### src/rtl/fn_pkg.sv
// Shared types and elaboration helpers for the iterative add/sub unit.
package fn_pkg;

  typedef enum logic [1:0] {
    ST_IDLE = 2'd0,
    ST_RUN  = 2'd1,
    ST_DONE = 2'd2
  } state_t;

  function automatic bit chunk_cfg_ok(input int width, input int chunk);
    return (chunk >= 1) && (width % chunk == 0);
  endfunction

  // clog2(n) with a floor of one bit so the degenerate single-chunk counter still exists
  function automatic int cnt_width(input int n);
    int w;
    w = 1;
    while ((1 << w) < n) w++;
    return w;
  endfunction

endpackage

### src/rtl/fn_suma_chunk.sv
// Combinational CHUNK-bit adder slice; also reports the carry into its MSB
// so the caller can derive signed overflow on the final slice.
module fn_suma_chunk #(
  parameter int CHUNK = 8
) (
  input  logic [CHUNK-1:0] x,
  input  logic [CHUNK-1:0] y,
  input  logic             cin,
  output logic [CHUNK-1:0] s,
  output logic             cout,
  output logic             cmsb
);

  logic [CHUNK:0] tot;

  assign tot  = {1'b0, x} + {1'b0, y} + {{CHUNK{1'b0}}, cin};
  assign s    = tot[CHUNK-1:0];
  assign cout = tot[CHUNK];
  // MSB sum bit = x ^ y ^ carry_in, so the carry into the MSB falls out without a second adder
  assign cmsb = s[CHUNK-1] ^ x[CHUNK-1] ^ y[CHUNK-1];

endmodule

### src/rtl/fn_suma_resta_iter.sv
// Multi-cycle add/sub: WIDTH/CHUNK cycles of RUN per op, one-cycle done pulse,
// start ignored while busy, result and flags held until the next completion.
module fn_suma_resta_iter
  import fn_pkg::*;
#(
  parameter int WIDTH = 32,
  parameter int CHUNK = 8
) (
  input  logic             clk,
  input  logic             rst,
  input  logic             start,
  input  logic             resta,
  input  logic [WIDTH-1:0] a,
  input  logic [WIDTH-1:0] b,
  output logic             busy,
  output logic             done,
  output logic [WIDTH-1:0] Y,
  output logic             carry,
  output logic             overflow,
  output logic             zero,
  output logic             negative
);

  localparam int N  = WIDTH / CHUNK;
  localparam int CW = cnt_width(N);

  if (!chunk_cfg_ok(WIDTH, CHUNK)) begin : g_bad_cfg
    $error("fn_suma_resta_iter: CHUNK must be >= 1 and divide WIDTH");
  end

  state_t           state;
  logic [WIDTH-1:0] op_a;
  logic [WIDTH-1:0] op_b;
  logic [WIDTH-1:0] acc;
  logic             cy;
  logic [CW-1:0]    cnt;

  logic [CHUNK-1:0] sum_c;
  logic             cout_c;
  logic             cmsb_c;
  logic [WIDTH-1:0] acc_nxt;
  logic             last;

  fn_suma_chunk #(.CHUNK(CHUNK)) u_chunk (
    .x    (op_a[CHUNK-1:0]),
    .y    (op_b[CHUNK-1:0]),
    .cin  (cy),
    .s    (sum_c),
    .cout (cout_c),
    .cmsb (cmsb_c)
  );

  // New chunk enters at the top; after N shifts the first chunk sits at bit 0
  assign acc_nxt = (acc >> CHUNK) | (WIDTH'(sum_c) << (WIDTH - CHUNK));
  assign last    = (cnt == CW'(N - 1));

  always_ff @(posedge clk or posedge rst) begin
    if (rst) begin
      state    <= ST_IDLE;
      busy     <= 1'b0;
      done     <= 1'b0;
      Y        <= '0;
      carry    <= 1'b0;
      overflow <= 1'b0;
      zero     <= 1'b0;
      negative <= 1'b0;
      op_a     <= '0;
      op_b     <= '0;
      acc      <= '0;
      cy       <= 1'b0;
      cnt      <= '0;
    end else begin
      done <= 1'b0;
      case (state)
        ST_IDLE, ST_DONE: begin
          if (start) begin
            // Subtraction as a + ~b + 1: the +1 rides in on the initial carry
            op_a  <= a;
            op_b  <= b ^ {WIDTH{resta}};
            cy    <= resta;
            cnt   <= '0;
            busy  <= 1'b1;
            state <= ST_RUN;
          end else begin
            state <= ST_IDLE;
          end
        end
        ST_RUN: begin
          op_a <= op_a >> CHUNK;
          op_b <= op_b >> CHUNK;
          acc  <= acc_nxt;
          cy   <= cout_c;
          cnt  <= cnt + CW'(1);
          if (last) begin
            state    <= ST_DONE;
            busy     <= 1'b0;
            done     <= 1'b1;
            Y        <= acc_nxt;
            carry    <= cout_c;
            overflow <= cmsb_c ^ cout_c;
            zero     <= (acc_nxt == '0);
            negative <= acc_nxt[WIDTH-1];
          end
        end
        default: begin
          busy  <= 1'b0;
          state <= ST_IDLE;
        end
      endcase
    end
  end

endmodule
### config.mk
export PLATFORM = sky130hd
export DESIGN_NAME = fn_suma_resta_iter
export DESIGN_NICKNAME = d
export VERILOG_FILES = /design/src/rtl/fn_pkg.sv /design/src/rtl/fn_suma_chunk.sv /design/src/rtl/fn_suma_resta_iter.sv
export SDC_FILE = /design/constraint.sdc
export NUM_CORES = 1
export LEC_CHECK = 0
export BUFFER_PORTS_ARGS = -buffer_cell sky130_fd_sc_hd__clkbuf_2
export CAP_MARGIN = 10
export CORE_MARGIN = 4
export CORE_UTILIZATION = 62
export CTS_BUF_LIST = sky130_fd_sc_hd__clkbuf_8
export DETAILED_ROUTE_END_ITERATION = 12
export PLACE_DENSITY = 0.93
export SLEW_MARGIN = 20
export SYNTH_ARGS = -nofsm -noshare
export SYNTH_HDL_FRONTEND = slang
export SYNTH_SLANG_ARGS = --single-unit
### constraint.sdc
create_clock -name clk -period 7.7 [get_ports clk]
set_input_delay 0.77 -clock clk [delete_from_list [all_inputs] [get_ports clk]]
set_output_delay 0.77 -clock clk [all_outputs]
set_load 0.01 [all_outputs]
Word level (Yosys, flattened, before mapping)
Index checks and enable logic that the tools add are counted.
{"block": "word_totals", "ff_bits": 139, "in_bits": 68, "out_inout_bits": 38, "wordCells": 49}
{"block": "classes", "add_sub_neg": 3, "eq_ne": 5, "mux": 16, "n_bitwise": 5, "n_reduce_logical": 7}
{"cell": "one-hot mux 32 bit (2 select lines)", "n": 2}
{"cell": "2-to-1 mux 32 bit", "n": 2}
{"cell": "logical NOT 32 bit", "n": 1}
{"cell": "bitwise OR 24 x 32 -> 32 bit", "n": 1}
{"cell": "XOR 32 bit", "n": 1}
{"cell": "adder 8 x 8 -> 9 bit", "n": 1}
{"cell": "adder 9 x 1 -> 9 bit", "n": 1}
{"cell": "one-hot mux 2 bit (2 select lines)", "n": 2}
{"cell": "2-to-1 mux 1 bit", "n": 6}
{"cell": "AND reduction 2 bit", "n": 3}
{"cell": "equality test 2 bit, second input constant", "n": 2}
{"cell": "2-to-1 mux 2 bit", "n": 2}
{"cell": "inequality test 2 bit, second input constant", "n": 2}
{"cell": "one-hot mux 1 bit (2 select lines)", "n": 2}
{"cell": "XOR 1 bit", "n": 3}
{"cell": "adder 2 x 1 -> 2 bit, second input constant", "n": 1}
{"cell": "equality test 2 x 1 -> 1 bit, second input constant", "n": 1}
{"cell": "logical NOT 2 bit", "n": 1}
{"cell": "nonzero test 2 bit", "n": 1}
{"cell": "OR reduction 2 bit", "n": 1}

Longest topological paths before layout
Gate-level depths: netlist (run 1).
{"block": "logic_depth", "word_depth": 5, "mapped_depth": 9}

Cells and area by module
Synthesis (run 1) repeated with hierarchy kept, for this count alone.
{"block": "unflattened", "cells_unflattened": 521, "area_unflattened_um2": 5843.1}
{"mod": "fn_suma_resta_iter", "n_inst": 1, "cells_each": 477, "area_per_inst_um2": 5466.5, "seq_area_each_um2": 3253.1}
{"mod": "fn_suma_chunk", "n_inst": 1, "cells_each": 44, "area_per_inst_um2": 376.6, "seq_area_each_um2": 0.0}

Worst setup path before layout (run 1)
Ideal clock, no wire load.
{"block": "synth_timing", "path_type": "register to register", "start": "register op_a[0]", "end": "register overflow", "arrival_time_ns": 2.066, "setup_slack_ns": 5.503, "stages_incl_launch_ff": 10, "n_path_buf": 0, "synth_period_minus_slack_ns": 2.197, "cell_sequence": "dfrtp_1 -> fa_1 -> inv_1 -> fa_1 -> nor2b_1 -> o2111a_1 -> o31ai_1 -> xnor2_1 -> xnor2_1 -> o21ai_1"}
{"block": "synth_between", "elab_chain_cells": 5}
{"item": "from (decl)", "line": "fn_suma_resta_iter.sv:32", "rtl": "logic [WIDTH-1:0] op_a;"}
{"item": "from (signal assigned)", "line": "fn_suma_resta_iter.sv:89", "rtl": "op_a <= op_a >> CHUNK;"}
{"item": "adder 8 x 8 -> 9 bit (*)", "line": "fn_suma_chunk.sv:16", "rtl": "assign tot = {1'b0, x} + {1'b0, y} + {{CHUNK{1'b0}}, cin};"}
{"item": "adder 9 x 1 -> 9 bit (*)", "line": "fn_suma_chunk.sv:16"}
{"item": "XOR 1 bit (2 in series)", "line": "fn_suma_chunk.sv:20", "rtl": "assign cmsb = s[CHUNK-1] ^ x[CHUNK-1] ^ y[CHUNK-1];"}
{"item": "XOR 1 bit (*)", "line": "fn_suma_resta_iter.sv:100", "rtl": "overflow <= cmsb_c ^ cout_c;"}
{"item": "to (signal assigned)", "line": "fn_suma_resta_iter.sv:100"}
{"item": "to (decl)", "line": "fn_suma_resta_iter.sv:19", "rtl": "output logic overflow,"}
Mark *: on every way between the ends. The rest lies on a longest branch, timed or not.
A chain may end at the register's enable or synchronous reset.

Worst setup path in the final report (run 1)
Ends and elaborated chain as after synthesis.

==> impl_metrics.yaml, run 1 <==
clock_tree:
  clock_latency_ns: 0.43
  cts.sinks: 130
  cts_setup_buffers: 0
  cts_resized: 0
  path_clk_slew_ns: 0.08
  cts-root-buf: "clkbuf_8"
  htree_levels: 4
  cts_buffers: 17
  clock_path_buffers: 2
  hold_buffers: 0
  tritoncts: "yes"
final_layout:
  fillers: 568
  multi_input_area_mm2: 0.00226
  postLayoutCoreUtil_pct: 76.0
  final_net_count: 694
  n_antenna_cell: 0
  final_layout_size_suffix_gt1_share_pct: 27.5
  area_growth_pct: 18.0
  register_area_mm2: 0.00325
routing:
  met2_length_um: 6060
  antenna_left: 0
  route.detailed.drc: 0
  vias: 4229
  met1_length_um: 5010
  wl_met3_um: 807
  drt_iter0_drc: 186
  highest_layer: "met4"
  viasPerCell: 5.74
  routed_wl_um: 12200
  first_pass_iters: 5
  routedWlPerCell_um: 16.5
setup_path:
  critPathArrivalTime_ns: 2.81
  required_ns: 7.98
  crit_chain: "fa_1, inv_1, fa_1, nor2b_1, o2111a_1, o31ai_1, xnor2_1, xnor2_1, o21ai_1"
  cp_slowest_cell: "o31ai_1"
  critical-path-top-delay-family: "compound AO/OA/AOI/OAI gates"
  criticalPathCategory: "reg -> reg"
  crit_buf_inv: 1
  rr_endpoint: "overflow"
  worstReg2RegStart: "op_a[0]"
  critPathMaxStageDelay_ns: 0.51
  reg2reg_slack_ns: 5.17
  worstRegToRegCells: 9
  cp_max_fo: 3
  start_kind: "register"
  end_kind: "register"
timing:
  hold_viol: 0
  slew_headroom_pct: 27.7
  grt_setup_unrepaired: "no"
  hold_slack_ns: 0.485
  setup-tns-final_ns: 0
  clock-skew-final_ns: 0.0102
  period_minus_slack_ns: 2.53
  timing.final.crit_share_pct: 32.9
  timing.fmax_mhz: 395
  slew_violations: 0
  setup_viol_count_final: 0
  worstMarginPinSlew_ns: 1.08
synthesis:
  yosys_register_bits: 130
  async_flop_share_pct: 100
  ys_seq_area_share_pct: 57.4
  ys_types: 36
  syn_avg_cell_area_um2: 10.8
  syn_inst: 523
  synthesis.nets: 601
  synth_edf_count: 0
  synth_area_leaders: "dfrtp_1 57%, nand2_1 8.3%, xnor2_1 5.7%"
  yosys.area.top_type: "dfrtp_1"
  ys_warn_count: 0
  synth_top_area_share_pct: 57.4
  synth_area_mm2: 0.00567
  synth-main-ff-cell: "dfrtp_1"
placed_design:
  globalplace.congestion: 0.839
  dp_hpwl_um: 8300
  port_buffers: 105
floorplanning:
  dieArea_mm2: 0.0107
  rows: 34
  die_x_um: 104
  initial_core_util_pct: 64.4
  ioPinCount: 106
  coreArea_mm2: 0.00881
  fp.dieH_um: 104
global_route:
  grt_pass1_wl_um: 20100
  antenna_found_initial: 0
  grt_max_degree: 72
  track_usage_pct: 23.2
  grt-ovfl-total: 0
  grt_pass1_vias: 4182
pwr:
  p_per_area_mw_per_mm2: 452
  p_leak_nw: 3.35
  irDropWorstVdd_v: 0.000306
worst_hold_path:
  min_path_type: "in -> async"
run_status:
  status: "finished, final reports clean"
run:
  maxCapViolCount: 0
==> Yosys cell counts (all sizes together) (3+ instances only) <==
cell type / number
mux2: 25
xor2: 4
clkbuf: 22
nor2: 30
ha: 8
nor4: 5
nor2b: 3
buf: 14
nor3: 3
nand2b: 3
nand2: 126
a221o: 26
dfrtp: 130
o21ai: 29
inv: 7
a22o: 9
xnor2: 37
a22oi: 24
==> cell usage in the layout, fill, tap and decap left out, drive strengths merged, types with 4 or more instances in the layout <==
cell type and n:
o21ai 29, ha 8, nor2 30, a22oi 24, a221o 26, clkinv 5
inv 10, bufinv 4, mux2 25, nand2 126, a22o 9, clkbuf 123
buf 5, dfrtp 130, xor2 4, xnor2 37, nor4 5
==> routing by layer <==
layer | global-route usage [%] | up-vias
li1 | - | 2002
met3 | 6.09 | 29
met1 | 29.4 | 2037
met2 | 38.8 | 161
met5 | 0 | -
met4 | 8.36 | 0
==> per-stage QoR <==
step / setup WS (ns) / cell area, um^2 / power [W] / std cells
CTS: 5.16 / 6690 / 0.00303 / 737
finish: 5.17 / 6690 / 0.00303 / 737
floorplan: 3.46 / 5670 / 0.00203 / 523
global route: 4.99 / 6690 / 0.00323 / 737
global placement: 5.20 / 6240 / 0.00230 / 705
detailed placement: 5.12 / 6240 / 0.00238 / 705
==> power breakdown <==
part,total [W],switching (W),leakage (nW),internal [W]
Combinational,0.00116,0.000669,1.49,0.000496
Sequential,0.00122,0.000227,1.64,0.000994
Clock,0.000639,0.000274,0.220,0.000366
Total,0.00303,0.00117,3.35,0.00186
==> worst max-delay path by stage <==
| stage | end | depth (start not counted) | start |
|---|---|---|---|
| after CTS | overflow | 9 | op_a[0] |
| after global placement | overflow | 9 | op_a[0] |
| after detailed placement | cy | 7 | start |
| final | overflow | 9 | op_a[0] |
| after global routing | overflow | 9 | op_a[0] |
| after floorplan | Y[0] | 1 | rst |
==> cell type report <==
type                    instances  share of cell area [%]
inverters                       7                   0.430
clock inverters                14                    3.01
clock buffers                  18                    3.70
well taps                     108                    2.02
repair buffers                110                    8.41
multi-input cells             350                    33.8
flip-flops and latches        130                    48.6
==> cell families (layout without fill, tap and decap cells) <==
family          count (synthesis)  count (layout)  share of synthesized area, %
simple gates                  179             179                          12.9
xor+xnor                       41              41                          6.33
flops                         130             130                          57.4
buf+inv                        43             149                          3.07
mux                            25              25                          4.97
fa+ha+maj                      10              10                          2.47
compound gates                 95              95                          12.9
==> state kept, by name, summed over array words and instances, names as in the netlist <==
signal	count
op_a	32
zero	1
acc	24
state	2
cnt	2
Y	31
op_b	32
busy	1
overflow	1
carry	1
negative	1
cy	1
done	1
==> worst register-to-register path: cells and delay by family (launching register included) <==
| family | cells | cell delay, ns |
|---|---|---|
| compound gates | 3 | 0.83 |
| xor+xnor | 2 | 0.32 |
| buf+inv | 1 | 0.09 |
| flops | 1 | 0.40 |
| fa+ha+maj | 2 | 0.66 |
| simple gates | 1 | 0.08 |
No activity file was read; power rests on OpenSTA's default activity.
==> run 2, diff against run 1 <==
--- a/config.mk
+++ b/config.mk
@@ -8,10 +8,10 @@
 export BUFFER_PORTS_ARGS = -buffer_cell sky130_fd_sc_hd__clkbuf_2
 export CAP_MARGIN = 10
 export CORE_MARGIN = 4
-export CORE_UTILIZATION = 62
+export CORE_UTILIZATION = 52
 export CTS_BUF_LIST = sky130_fd_sc_hd__clkbuf_8
 export DETAILED_ROUTE_END_ITERATION = 12
-export PLACE_DENSITY = 0.93
+export PLACE_DENSITY = 0.83
 export SLEW_MARGIN = 20
 export SYNTH_ARGS = -nofsm -noshare
 export SYNTH_HDL_FRONTEND = slang
==> constraint.sdc (replaced) <==
create_clock -name clk -period 2.1 [get_ports clk]
set_input_delay 0.21 -clock clk [delete_from_list [all_inputs] [get_ports clk]]
set_output_delay 0.21 -clock clk [all_outputs]
set_load 0.01 [all_outputs]
==> impl_metrics.yaml, run 2 (synthesized netlist as in run 1, its figures left out) <==
floorplanning:
  dieArea_mm2: 0.0126
  die_x_um: 112
  ioPinCount: 106
  initial_core_util_pct: 54.2
  fp.dieH_um: 112
  rows: 37
  coreArea_mm2: 0.0105
timing:
  grt_setup_unrepaired: "yes"
  setup-tns-final_ns: -0.0839
  hold_viol: 0
  timing.fmax_mhz: 467
  period_minus_slack_ns: 2.14
  slew_violations: 0
  timing.final.crit_share_pct: 102
  worstMarginPinSlew_ns: 0.506
  slew_headroom_pct: 66.2
  timing.final.ws_setup_ns: -0.0435
  clock-skew-final_ns: 0.0167
  setup_viol_count_final: 2
placed_design:
  port_buffers: 105
  dp_worst_setup_slack_ns: -0.141
  dp_hpwl_um: 8830
  dp.cells: 753
  place_area_mm2: 0.00648
  globalplace.congestion: 0.896
setup_path:
  worstReg2RegStart: "op_a[0]"
  start_kind: "register"
  cp_max_fo: 4
  end_kind: "register"
  criticalPathCategory: "reg -> reg"
  reg2reg_slack_ns: -0.04
  required_ns: 2.41
  critPathArrivalTime_ns: 2.45
  startpoint: "op_a[0]"
pwr:
  irDropWorstVdd_v: 0.000735
  p_total_w: 0.0113
  p_per_area_mw_per_mm2: 1590
  p_leak_nw: 3.54
final_layout:
  top_regs: "op_a: 32 flops, op_b: 32 flops, Y: 31 flops"
  n_antenna_cell: 0
  area_growth_pct: 26.0
  stdcell_count: 809
  fin_area_mm2: 0.00714
  final_net_count: 738
  final_cell_mix: "130 x dfrtp_1, 126 x nand2_1, 105 x clkbuf_2"
  final_layout_size_suffix_gt1_share_pct: 29.6
  mostFrequentLayoutCell: "dfrtp_1"
global_route:
  grt.met3_usage_pct: 5.34
  grt_pass1_vias: 4481
  grt-ovfl-total: 0
  grt_pass1_wl_um: 21800
  grt_util_met2_pct: 35.4
  track_usage_pct: 21.4
  antenna_found_initial: 0
  grt_max_degree: 60
  use_met1_pct: 27.2
  grt_busiest_layer: "met2"
run_status:
  status: "finished, violations left"
  violations: "negative setup slack"
routing:
  antenna_left: 0
  routed_wl_um: 13000
  vias: 4393
  first_pass_iters: 5
  route.detailed.drc: 0
  viasPerCell: 5.43
  routedWlPerCell_um: 16.1
  drt_iter0_drc: 247
clock_tree:
  cts.sinks: 130
  path_clk_slew_ns: 0.08
  tritoncts: "yes"
  clock_path_buffers: 2
  htree_levels: 4
  cts_buffers: 17
  cts-root-buf: "clkbuf_8"
  clock_latency_ns: 0.43
worst_hold_path:
  min_path_type: "in -> reg"
  worstHoldStart: "a[18]"
run:
  maxCapViolCount: 0
[run 2: changes by cell type in the layout (fill, tap and decap cells not counted), sizes merged]
| cell | before | now |
|---|---|---|
| buf | 5 | 26 |
| bufinv | 4 | 1 |
| clkinv | 5 | 6 |
| clkinvlp | 2 | 4 |
| dlygate4sd3 | 0 | 23 |
[run 2: layout make-up]
type	count	area, um^2
Inverter	7	30.0
Fill cell	798	3320
Tap cell	136	170
Timing Repair Buffer	154	1000
Sequential cell	130	3250
Multi-Input combinational cell	350	2310
Clock buffer	18	248
Clock inverter	14	131
[run 2: critical path, cell delays in order, from the launching register on]
cell     delay (ns)
dfrtp_1        0.40
fa_2           0.40
a21o_1         0.18
a221o_1        0.36
o41ai_4        0.27
xnor2_2        0.19
xnor2_1        0.15
o21ai_1        0.07
[run 2: worst paths after layout]
path / to / depth (start not counted)
max: overflow / 7
min: op_a[18] / 3
max reg2reg: overflow / 7
min reg2reg: op_a[14] / 2
max in group asynchronous: op_a[4] / 4
min in group asynchronous: Y[9] / 3
[run 2: what timing repair did]
item | CTS | global route
hold buffers | 23 | 0
buffers inserted | 1 | 0
hold endpoints to repair | 41 | 0
endpoints found under the setup margin | 6 | 7
resized for setup | 4 | 7
pin swaps | 2 | 2
[run 2: per-layer routing]
layer,share of wire [%],routed length (um)
met4,2.3,295
met5,0,0
met2,50,6540
met3,5.9,769
met1,42,5450
[run 2: metrics by stage]
stage | util (%) | hold WS, ns
floorplan | - | 0.338
global placement | 61.9 | 0.248
detailed placement | 61.9 | 0.259
CTS | 68.0 | 0.00250
global route | 68.3 | 0.00904
finish | 68.3 | 0.0126
[run 2: report_power, final]
part / switching [W] / leakage (nW) / total [W] / internal, W
logic: 0.00262 / 1.71 / 0.00492 / 0.00230
clock network: 0.000993 / 0.187 / 0.00197 / 0.000978
registers: 0.000791 / 1.64 / 0.00444 / 0.00365
total: 0.00440 / 3.54 / 0.0113 / 0.00692
